## config.mk

```make
export PLATFORM = sky130hd
export DESIGN_NAME = paddle_motion_engine_flat
export DESIGN_NICKNAME = d
export VERILOG_FILES = /design/src/rtl/paddle_pkg.sv /design/src/rtl/paddle_motion_engine_if.sv /design/src/rtl/paddle_delay_timer.sv /design/src/rtl/paddle_motion_engine.sv /design/src/flat_wrapper.sv
export SDC_FILE = /design/constraint.sdc
export NUM_CORES = 1
export LEC_CHECK = 0
export BUFFER_PORTS_ARGS = -buffer_cell sky130_fd_sc_hd__buf_2
export CAP_MARGIN = 20
export CORE_MARGIN = 2
export CORE_UTILIZATION = 40
export DETAILED_ROUTE_END_ITERATION = 6
export PLACE_DENSITY_LB_ADDON = 0.25
export REMOVE_ABC_BUFFERS = 1
export SYNTH_ARGS = -nofsm -noshare
export SYNTH_HDL_FRONTEND = slang
export SYNTH_SLANG_ARGS = --single-unit
```

## constraint.sdc

```tcl
create_clock -name CLK_100MHz -period 2.5 [get_ports CLK_100MHz]
set_input_delay 0.25 -clock CLK_100MHz [delete_from_list [all_inputs] [get_ports CLK_100MHz]]
set_output_delay 0.25 -clock CLK_100MHz [all_outputs]
set_load 0.03 [all_outputs]
```

## src/rtl/paddle_pkg.sv

```systemverilog
// Shared types and constants for the paddle motion engine.
package paddle_pkg;

  localparam int SCREEN_LINES  = 480;
  localparam int PADDLE_HEIGHT = 80;
  localparam int Y_W           = 10;

  typedef enum logic [1:0] {
    IDLE  = 2'd0,
    COUNT = 2'd1,
    FIRE  = 2'd2
  } timer_state_e;

endpackage

```

## src/rtl/paddle_motion_engine_if.sv

```systemverilog
// Command/status bundle between the paddle controller and the motion engine.
interface paddle_motion_engine_if;
  import paddle_pkg::*;

  logic           delay;
  logic           moveUp;
  logic           moveDown;
  logic           done;
  logic [Y_W-1:0] paddleY;
  logic           atTop;
  logic           atBottom;

  modport master (
    output delay, moveUp, moveDown,
    input  done, paddleY, atTop, atBottom
  );

  modport slave (
    input  delay, moveUp, moveDown,
    output done, paddleY, atTop, atBottom
  );
endinterface

```

## src/rtl/paddle_delay_timer.sv

```systemverilog
// Delay-interval timer: accepts a delay request and pulses done once the
// interval has elapsed. Requests seen while counting are ignored.
// Build option: PADDLE_FAST_SIM_EN shortens the interval to 16 cycles.
//
//   state | meaning
//   IDLE  | waiting for a delay request
//   COUNT | interval running, counter 0 .. length-1
//   FIRE  | done high for this one cycle; a pending request restarts at once
module paddle_delay_timer
  import paddle_pkg::*;
#(
  parameter int DELAY_CYCLES = 1000000
) (
  input  logic clk,
  input  logic rst,
  input  logic delay,
  output logic done
);

`ifdef PADDLE_FAST_SIM_EN
  localparam int EFF_CYCLES = 16;
`else
  localparam int EFF_CYCLES = DELAY_CYCLES;
`endif

  localparam int            CW   = $clog2(EFF_CYCLES);
  localparam logic [CW-1:0] LAST = CW'(EFF_CYCLES - 1);

  localparam logic [1:0] ST_IDLE  = IDLE;
  localparam logic [1:0] ST_COUNT = COUNT;
  localparam logic [1:0] ST_FIRE  = FIRE;

  logic [1:0]    state;
  logic [CW-1:0] count;

  // State and interval counter advance.
  always_ff @(posedge clk) begin
    if (rst) begin
      state <= ST_IDLE;
      count <= '0;
    end else begin
      case (state)
        ST_IDLE: begin
          if (delay) begin
            state <= ST_COUNT;
            count <= '0;
          end
        end
        ST_COUNT: begin
          if (count == LAST) state <= ST_FIRE;
          else               count <= count + CW'(1);
        end
        ST_FIRE: begin
          if (delay) begin
            state <= ST_COUNT;
            count <= '0;
          end else begin
            state <= ST_IDLE;
          end
        end
        default: state <= ST_IDLE;
      endcase
    end
  end

  assign done = (state == ST_FIRE);

endmodule

```

## src/rtl/paddle_motion_engine.sv

```systemverilog
// Paddle motion engine: clamped paddle position plus the delay timer used
// to pace the controller.
// Build option: PADDLE_FAST_SIM_EN (see paddle_delay_timer) shortens delays.
module paddle_motion_engine
  import paddle_pkg::*;
#(
  parameter int DELAY_CYCLES = 1000000,
  parameter int STEP         = 4,
  parameter int Y_MIN        = 0,
  parameter int Y_MAX        = SCREEN_LINES - PADDLE_HEIGHT,
  parameter int Y_RESET      = 200
) (
  input  logic                   CLK_100MHz,
  input  logic                   Reset,
  paddle_motion_engine_if.slave  bus
);

  localparam logic [10:0]    MIN11  = 11'(Y_MIN);
  localparam logic [10:0]    MAX11  = 11'(Y_MAX);
  localparam logic [10:0]    STEP11 = 11'(STEP);
  localparam logic [Y_W-1:0] YMIN   = Y_W'(Y_MIN);
  localparam logic [Y_W-1:0] YMAX   = Y_W'(Y_MAX);
  localparam logic [Y_W-1:0] YRST   = Y_W'(Y_RESET);

  paddle_delay_timer #(
    .DELAY_CYCLES (DELAY_CYCLES)
  ) u_timer (
    .clk   (CLK_100MHz),
    .rst   (Reset),
    .delay (bus.delay),
    .done  (bus.done)
  );

  logic [10:0]    y_ext;
  logic [10:0]    y_dn_sum;
  logic [10:0]    y_up_diff;
  logic [Y_W-1:0] next_y;

  assign y_ext     = {1'b0, bus.paddleY};
  assign y_dn_sum  = y_ext + STEP11;
  assign y_up_diff = y_ext - STEP11;

  // Next position, clamped; the up path compares before subtracting so it
  // can never wrap below Y_MIN.
  always_comb begin
    next_y = bus.paddleY;
    if (bus.moveUp && !bus.moveDown) begin
      if (y_ext < MIN11 + STEP11) next_y = YMIN;
      else                        next_y = y_up_diff[Y_W-1:0];
    end else if (bus.moveDown && !bus.moveUp) begin
      if (y_dn_sum > MAX11) next_y = YMAX;
      else                  next_y = y_dn_sum[Y_W-1:0];
    end
  end

  // Position and edge flags register together so they always agree.
  always_ff @(posedge CLK_100MHz) begin
    if (Reset) begin
      bus.paddleY  <= YRST;
      bus.atTop    <= (YRST == YMIN);
      bus.atBottom <= (YRST == YMAX);
    end else begin
      bus.paddleY  <= next_y;
      bus.atTop    <= (next_y == YMIN);
      bus.atBottom <= (next_y == YMAX);
    end
  end

endmodule

```

## src/flat_wrapper.sv

```systemverilog
// flat-port wrapper written by rule: the top's interface ports become plain ports
module paddle_motion_engine_flat import paddle_pkg::*;
#(
  parameter int DELAY_CYCLES = 1000000,
  parameter int STEP         = 4,
  parameter int Y_MIN        = 0,
  parameter int Y_MAX        = SCREEN_LINES - PADDLE_HEIGHT,
  parameter int Y_RESET      = 200
)
  (CLK_100MHz, Reset, bus_delay, bus_moveUp, bus_moveDown, bus_done, bus_paddleY, bus_atTop, bus_atBottom);
  paddle_motion_engine_if bus_i ();
  input  logic CLK_100MHz;
  input  logic Reset;
  input wire logic [$bits(bus_i.delay)-1:0] bus_delay;
  input wire logic [$bits(bus_i.moveUp)-1:0] bus_moveUp;
  input wire logic [$bits(bus_i.moveDown)-1:0] bus_moveDown;
  output wire logic [$bits(bus_i.done)-1:0] bus_done;
  output wire logic [$bits(bus_i.paddleY)-1:0] bus_paddleY;
  output wire logic [$bits(bus_i.atTop)-1:0] bus_atTop;
  output wire logic [$bits(bus_i.atBottom)-1:0] bus_atBottom;
  assign bus_i.delay = bus_delay;
  assign bus_i.moveUp = bus_moveUp;
  assign bus_i.moveDown = bus_moveDown;
  assign bus_done = bus_i.done;
  assign bus_paddleY = bus_i.paddleY;
  assign bus_atTop = bus_i.atTop;
  assign bus_atBottom = bus_i.atBottom;
  paddle_motion_engine #(.DELAY_CYCLES(DELAY_CYCLES), .STEP(STEP), .Y_MIN(Y_MIN), .Y_MAX(Y_MAX), .Y_RESET(Y_RESET)) u_core (.CLK_100MHz(CLK_100MHz), .Reset(Reset), .bus(bus_i));
endmodule
```

=== Word level (Yosys, flattened, before mapping) ===
Cells that the tools add are included.

* Register bits after elaboration: 34
* Bits in latches: 0
* RAM bits: 0
* Memory bits (read-only): 0
* Output and inout port bits: 13
* Logic and storage cells: 39
* Memories kept: 0

* $add $sub $neg: 3
* Multipliers: 0
* Divide/modulo/power cells: 0
* Order comparisons: 2
* Equality and inequality tests: 8
* Shifts and indexed selects: 0
* Muxes and demuxes: 11
* Bitwise logic cells: 0
* Reductions and logical operators: 10

{| class="wikitable"
|+ Operators by type and width
! cell !! count
|-
| $mux W10 || 4
|-
| $mux W20 || 2
|-
| $pmux W20 S2 || 1
|-
| $add A20 B1 Y20 const B || 1
|-
| $eq A20 B20 Y1 const B || 1
|-
| $add A10 B3 Y11 const B || 1
|-
| $gt A11 B9 Y1 const B || 1
|-
| $eq A10 B9 Y1 const B || 1
|-
| $logic_not A10 Y1 || 1
|-
| $lt A10 B3 Y1 const B || 1
|-
| $sub A10 B3 Y10 const B || 1
|-
| $ne A2 B2 Y1 const B || 3
|-
| $pmux W2 S3 || 1
|-
| $mux W2 || 2
|-
| $reduce_and A3 Y1 || 1
|-
| $eq A2 B1 Y1 const B || 1
|-
| $eq A2 B2 Y1 const B || 1
|-
| $logic_and A1 B1 Y1 || 2
|-
| $logic_not A1 Y1 || 2
|-
| $logic_not A2 Y1 || 1
|-
| $ne A2 B1 Y1 const B || 1
|-
| $reduce_and A2 Y1 || 1
|-
| $reduce_bool A2 Y1 || 1
|-
| $reduce_or A2 Y1 || 1
|-
| $mux W1 || 1
|}

=== Depth between registers and ports, before layout ===
* Depth in word-level cells: 6
* Depth in mapped cells: 9
* Mapped depth without buffers: 9

=== Modules after synthesis ===
From an unflattened synthesis, not the netlist that was laid out.

* Cells, all modules: 291
* Area total of the unflattened synthesis: 2391.0 um^2

{| class="wikitable"
|+ By module, submodules not included
! module !! times used !! cells each !! area each (um^2) !! seq. area each (um^2)
|-
| paddle_delay_timer || 1 || 152 || 1226.2 || 440.4
|-
| paddle_motion_engine || 1 || 139 || 1164.9 || 240.2
|}

=== Worst setup path before layout ===
OpenSTA, ideal clock, no wires.

* Path kind: reg2reg
* From: register u_core.bus.paddleY[2]
* To: register u_core.bus.atBottom
* Library setup time: 92 ps
* Data arrival time: 2398 ps
* Required time: 2408 ps
* Setup slack: 10 ps
* Cell stages (with the launch flop): 9
* Period minus slack after synthesis: 2490 ps
* Cells stage by stage: dfxtp_1 -> ha_1 -> nand3_1 -> a311oi_1 -> a2bb2o_1 -> buf_4 -> nor2_1 -> or4_1 -> nor4_1

* Cells in the longest elaborated chain, start to end: 6
* Elaborated cells on any way between the ends: 9
* Those cells by class: 2 x add/sub; 2 x order compare; 1 x eq/ne; 4 x mux

{| class="wikitable"
|+ Ends and longest elaborated chain
! element !! RTL line !! text
|-
| from (decl) || paddle_motion_engine_if.sv:20 || <nowiki>output done, paddleY, atTop, atBottom</nowiki>
|-
| from (signal assigned) || paddle_motion_engine.sv:63 || <nowiki>bus.paddleY <= next_y;</nowiki>
|-
| $add A10 B3 Y11 || paddle_motion_engine.sv:40 || <nowiki>assign y_dn_sum = y_ext + STEP11;</nowiki>
|-
| $gt A11 B9 Y1 || paddle_motion_engine.sv:51 || <nowiki>if (y_dn_sum > MAX11) next_y = YMAX;</nowiki>
|-
| $mux W10 || paddle_motion_engine.sv:51 ||
|-
| $mux W10 || paddle_motion_engine.sv:50 || <nowiki>end else if (bus.moveDown && !bus.moveUp) begin</nowiki>
|-
| $mux W10 (*) || paddle_motion_engine.sv:47 || <nowiki>if (bus.moveUp && !bus.moveDown) begin</nowiki>
|-
| $eq A10 B9 Y1 (*) || paddle_motion_engine.sv:65 || <nowiki>bus.atBottom <= (next_y == YMAX);</nowiki>
|-
| to (signal assigned) || paddle_motion_engine.sv:61 || <nowiki>bus.atBottom <= (YRST == YMAX);</nowiki>
|-
| to (signal assigned) || paddle_motion_engine.sv:65 ||
|-
| to (decl) || paddle_motion_engine_if.sv:20 ||
|}

Mark *: on every way between the ends. The rest lies on a longest branch, timed or not.
A chain may end at the register's enable or synchronous reset.

=== Worst setup path in the final report ===
* From: register u_core.u_timer.count[11]
* To: register u_core.u_timer.count[8]

* Cells in the longest elaborated chain, start to end: 3

{| class="wikitable"
|+ Ends and longest elaborated chain
! element !! RTL line !! text
|-
| from (decl) || paddle_delay_timer.sv:34 || <nowiki>logic [CW-1:0] count;</nowiki>
|-
| from (signal assigned) || paddle_delay_timer.sv:51 || <nowiki>else count <= count + CW'(1);</nowiki>
|-
| $eq A20 B20 Y1 || paddle_delay_timer.sv:50 || <nowiki>if (count == LAST) state <= ST_FIRE;</nowiki>
|-
| $ne A2 B2 Y1 (no line) || -- ||
|-
| $reduce_and A3 Y1 (no line) || -- ||
|}

No other way between the ends.

==> results by group <==
Outcome
  – Status: finished, final reports clean

Power and ir drop
  – Pwr/cell area: about 510 mW/mm2
  – Leak: between 0.9 and 1 nW
  – Worst VDD drop: about 0.00025 V

Worst setup path
  – Critical Path Stages: 7
  – Worst setup SP type: flip-flop
  – Worst R2R Setup Slack: between 0.1 and 0.15 ns
  – Worst-path cell chain: or4b_1 > or4_4 > o31ai_4 > a21oi_1 > nand2_1 > xor2_1 > nor2_1
  – Slowest stage delay, CP: about 0.56 ns
  – CP Capture Type: flip-flop
  – Delay-heaviest family, CP: simple AND/OR/NAND/NOR gates
  – CP arrival: ~2.6 ns
  – Crit path buf inv count: 0
  – CP Capture Point: u_core.u_timer.count[8]
  – CP startpoint: u_core.u_timer.count[11]
  – Critical setup path kind: reg -> reg
  – FF-to-FF path depth: 7
  – CP max FO: 5
  – Worst r2r src: u_core.u_timer.count[11]
  – Worst path required time: 2.68 ns
  – RR Endpoint: u_core.u_timer.count[8]
  – CP max-delay cell: or4_4

Die
  – Die Area: approximately 0.0056 mm2
  – Die Y: around 75 um
  – Total core area: between 0.004 and 0.005 mm2
  – # IOs: 18
  – Initial Util: 0.421
  – Row Count: 25
  – Die X: roughly 75 um

Timing
  – RSZ-0062 raised after global routing: false
  – Crit share post-route: 0.953
  – Slew margin rel.: 0.463
  – Final setup viols: 0
  – Final Skew: 0.00798 ns
  – Max Freq: 0.420 GHz
  – Final Hold Slack: 0.243 ns
  – Pin slew with the least headroom to its limit: roughly 0.8 ns
  – Final min period: about 2.4 ns
  – Final worst slack: 0.118 ns
  – Hold Fails Final Rpt: 0
  – Fin. max-slew vios: 0

Drt
  – DRC viols: 0
  – Routed vias: ~1900
  – Post-DR wirelength/cell: approximately 14 um
  – DR vias/cell: approximately 5.4
  – 1st-iter DRT viols: approximately 120
  – 1st-pass router iterations: 4
  – ANT nets after route: 0
  – Total wire length: between 4000 and 5000 um

GRT
  – First-pass GRT wire length: approximately 7700 um
  – Initial antenna violation count: 0
  – GRT Overall Usage: 0.183
  – Vias in the first global route: 1650
  – Pin count of the biggest net entering global routing: 19
  – GR Overflow Total: 0

Clock network
  – Worst skew pair latency: around 0.29 ns
  – Root Buffer: clkbuf_8
  – CTS buffer count: 5
  – H-tree depth: 2
  – Clock transition at path regs: roughly 0.070 ns
  – Sink Count: 34
  – Clk buf depth: 2
  – TritonCTS clock tree: yes
  – Hold buffer count at CTS: 0

Final layout
  – NumNets Final: slightly below 300
  – Share of cells above drive strength 1: 0.208
  – Commonest non-fill, non-tap cells in the layout: 35 x nor2_1, 32 x dfxtp_1, 23 x nand2_1
  – Most common cell after layout, fill and taps aside: nor2_1
  – Filler cells: 490
  – Area Growth Syn to Fin: 18.0%
  – # diodes: 0

Place
  – PortBufs: 17
  – Gp weighted congestion: 0.916
  – Place WS: 0.0582 ns
  – Post-DP HPWL: 3700 um

Synthesis
  – Cells after synthesis: 249
  – Mapped Area: around 0.0020 mm2
  – Unique cell type count in the Yosys netlist: 56
  – Asr flop ratio synth: 0
  – Largest family of logic cells by synthesized area: simple AND/OR/NAND/NOR gates
  – EDFF count, synth: 0
  – Synth Flop Type: dfxtp_1
  – Mean post-synth cell area: 8.09 um2
  – Simple-gate share of the synthesized area: 0.306
  – Synth Area in Compound Gates: 0.174
  – Post-Synth Adder-Cell Area: 0.0248
  – Post-Synth XOR/XNOR Area: 0.0870
  – #FFs+latches synth: 34
  – Warnings, synthesis: 0
  – Post-synthesis mux area share: 0.0199
  – Register area share after synthesis: 0.338

Worst hold path
  – Hold Path Class: in -> reg
  – Hold depth: 3

Run
  – MaxCap Viol Count: 0
kinds of logic after synthesis:
kind of cell / count (synthesis)
xor gates and xnor gates: 20
muxes: 4
adders and majority gates: 4
and+or+nand+nor: 120
buffers and inverters: 21
AOI/OAI and AO/OA: 46
DFF: 34
area by class of cell:
class | instances | area [um2] | share of cell area
repair buffers | 38 | 243 | 0.102
multi-input cells | 194 | 1240 | 0.522
well taps | 67 | 83.8 | 0.0353
inverters | 9 | 33.8 | 0.0142
flip-flops and latches | 34 | 683 | 0.288
clock buffers | 7 | 86.3 | 0.0363
clock inverters | 1 | 5.00 | 0.00211
per-layer routing:
metal  vias to the layer above  global-route usage  share of wire
met5                         -                   0              0
met4                         0              0.0853          0.017
met3                         9              0.0335          0.044
met2                        48               0.292           0.48
met1                       883               0.239           0.46
li1                        946                   -              -
cell usage after synthesis (all sizes together), types with 2 or more instances:
library cell  instances  share of area
nor2                 35          0.065
dfxtp                34           0.34
nand2                24          0.046
xor2                 16          0.070
nand3                14          0.037
a21oi                11          0.029
inv                   9          0.017
nor3                  8          0.022
buf                   7          0.022
nor2b                 7          0.022
o21ai                 6          0.015
nand2b                5          0.016
nand4                 5          0.016
a211oi                4          0.021
and3                  4          0.012
clkbuf                4         0.0075
ha                    4          0.025
mux2i                 4          0.020
o31ai                 4          0.022
xnor2                 4          0.017
nor4                  3         0.0093
a21o                  2         0.0075
a22o                  2         0.0087
a31oi                 2         0.0062
a32oi                 2         0.0087
and4                  2         0.0093
nand3b                2         0.0075
nor3b                 2         0.0075
o2111ai               2         0.0087
o221ai                2         0.0087
or3                   2         0.0062
or4                   2         0.0093
or4b                  2         0.0099
tightest hold or removal path, cell delays in order:
cell,delay [ns]
buf_2,0.08
nand3b_1,0.10
a21oi_1,0.05
worst min-delay path by stage:
| stage | end | startpoint |
|---|---|---|
| 6_report | u_core.u_timer.count[0] | bus_delay |
| 5_1_grt | u_core.u_timer.count[0] | bus_delay |
| 4_1_cts | u_core.u_timer.count[0] | bus_delay |
| 3_5_place_dp | u_core.bus.paddleY[1] | u_core.bus.paddleY[1] |
| 3_3_place_gp | u_core.bus.paddleY[1] | u_core.bus.paddleY[1] |
| 2_1_floorplan | u_core.bus.paddleY[5] | Reset |
power breakdown:
group / switching, mW / internal [mW]
combinational: 0.129 / 0.0839
clock: 0.207 / 0.222
sequential: 0.0143 / 0.554
total: 0.350 / 0.860
registers in the layout (all words and copies together) (netlist names):
name / flops
u_core.bus.atBottom: 1
u_core.bus.paddleY: 10
u_core.u_timer.state: 2
u_core.bus.atTop: 1
u_core.u_timer.count: 20
what timing repair did:
action	CTS	global route
setup endpoints to repair	0	12
setup buffers	0	0
gates resized for setup	0	4
per-stage QoR:
step	setup TNS [ns]	total power, mW	util	area, um2	std cells
global route	0	1.26	0.496	2380	350
finish	0	1.21	0.496	2380	350
global placement	0	0.789	0.475	2270	342
CTS	0	1.22	0.494	2360	350
floorplan	-0.0127	0.710	-	1950	237
detailed placement	0	0.791	0.475	2270	342
Power figures use the tool's default switching activity.
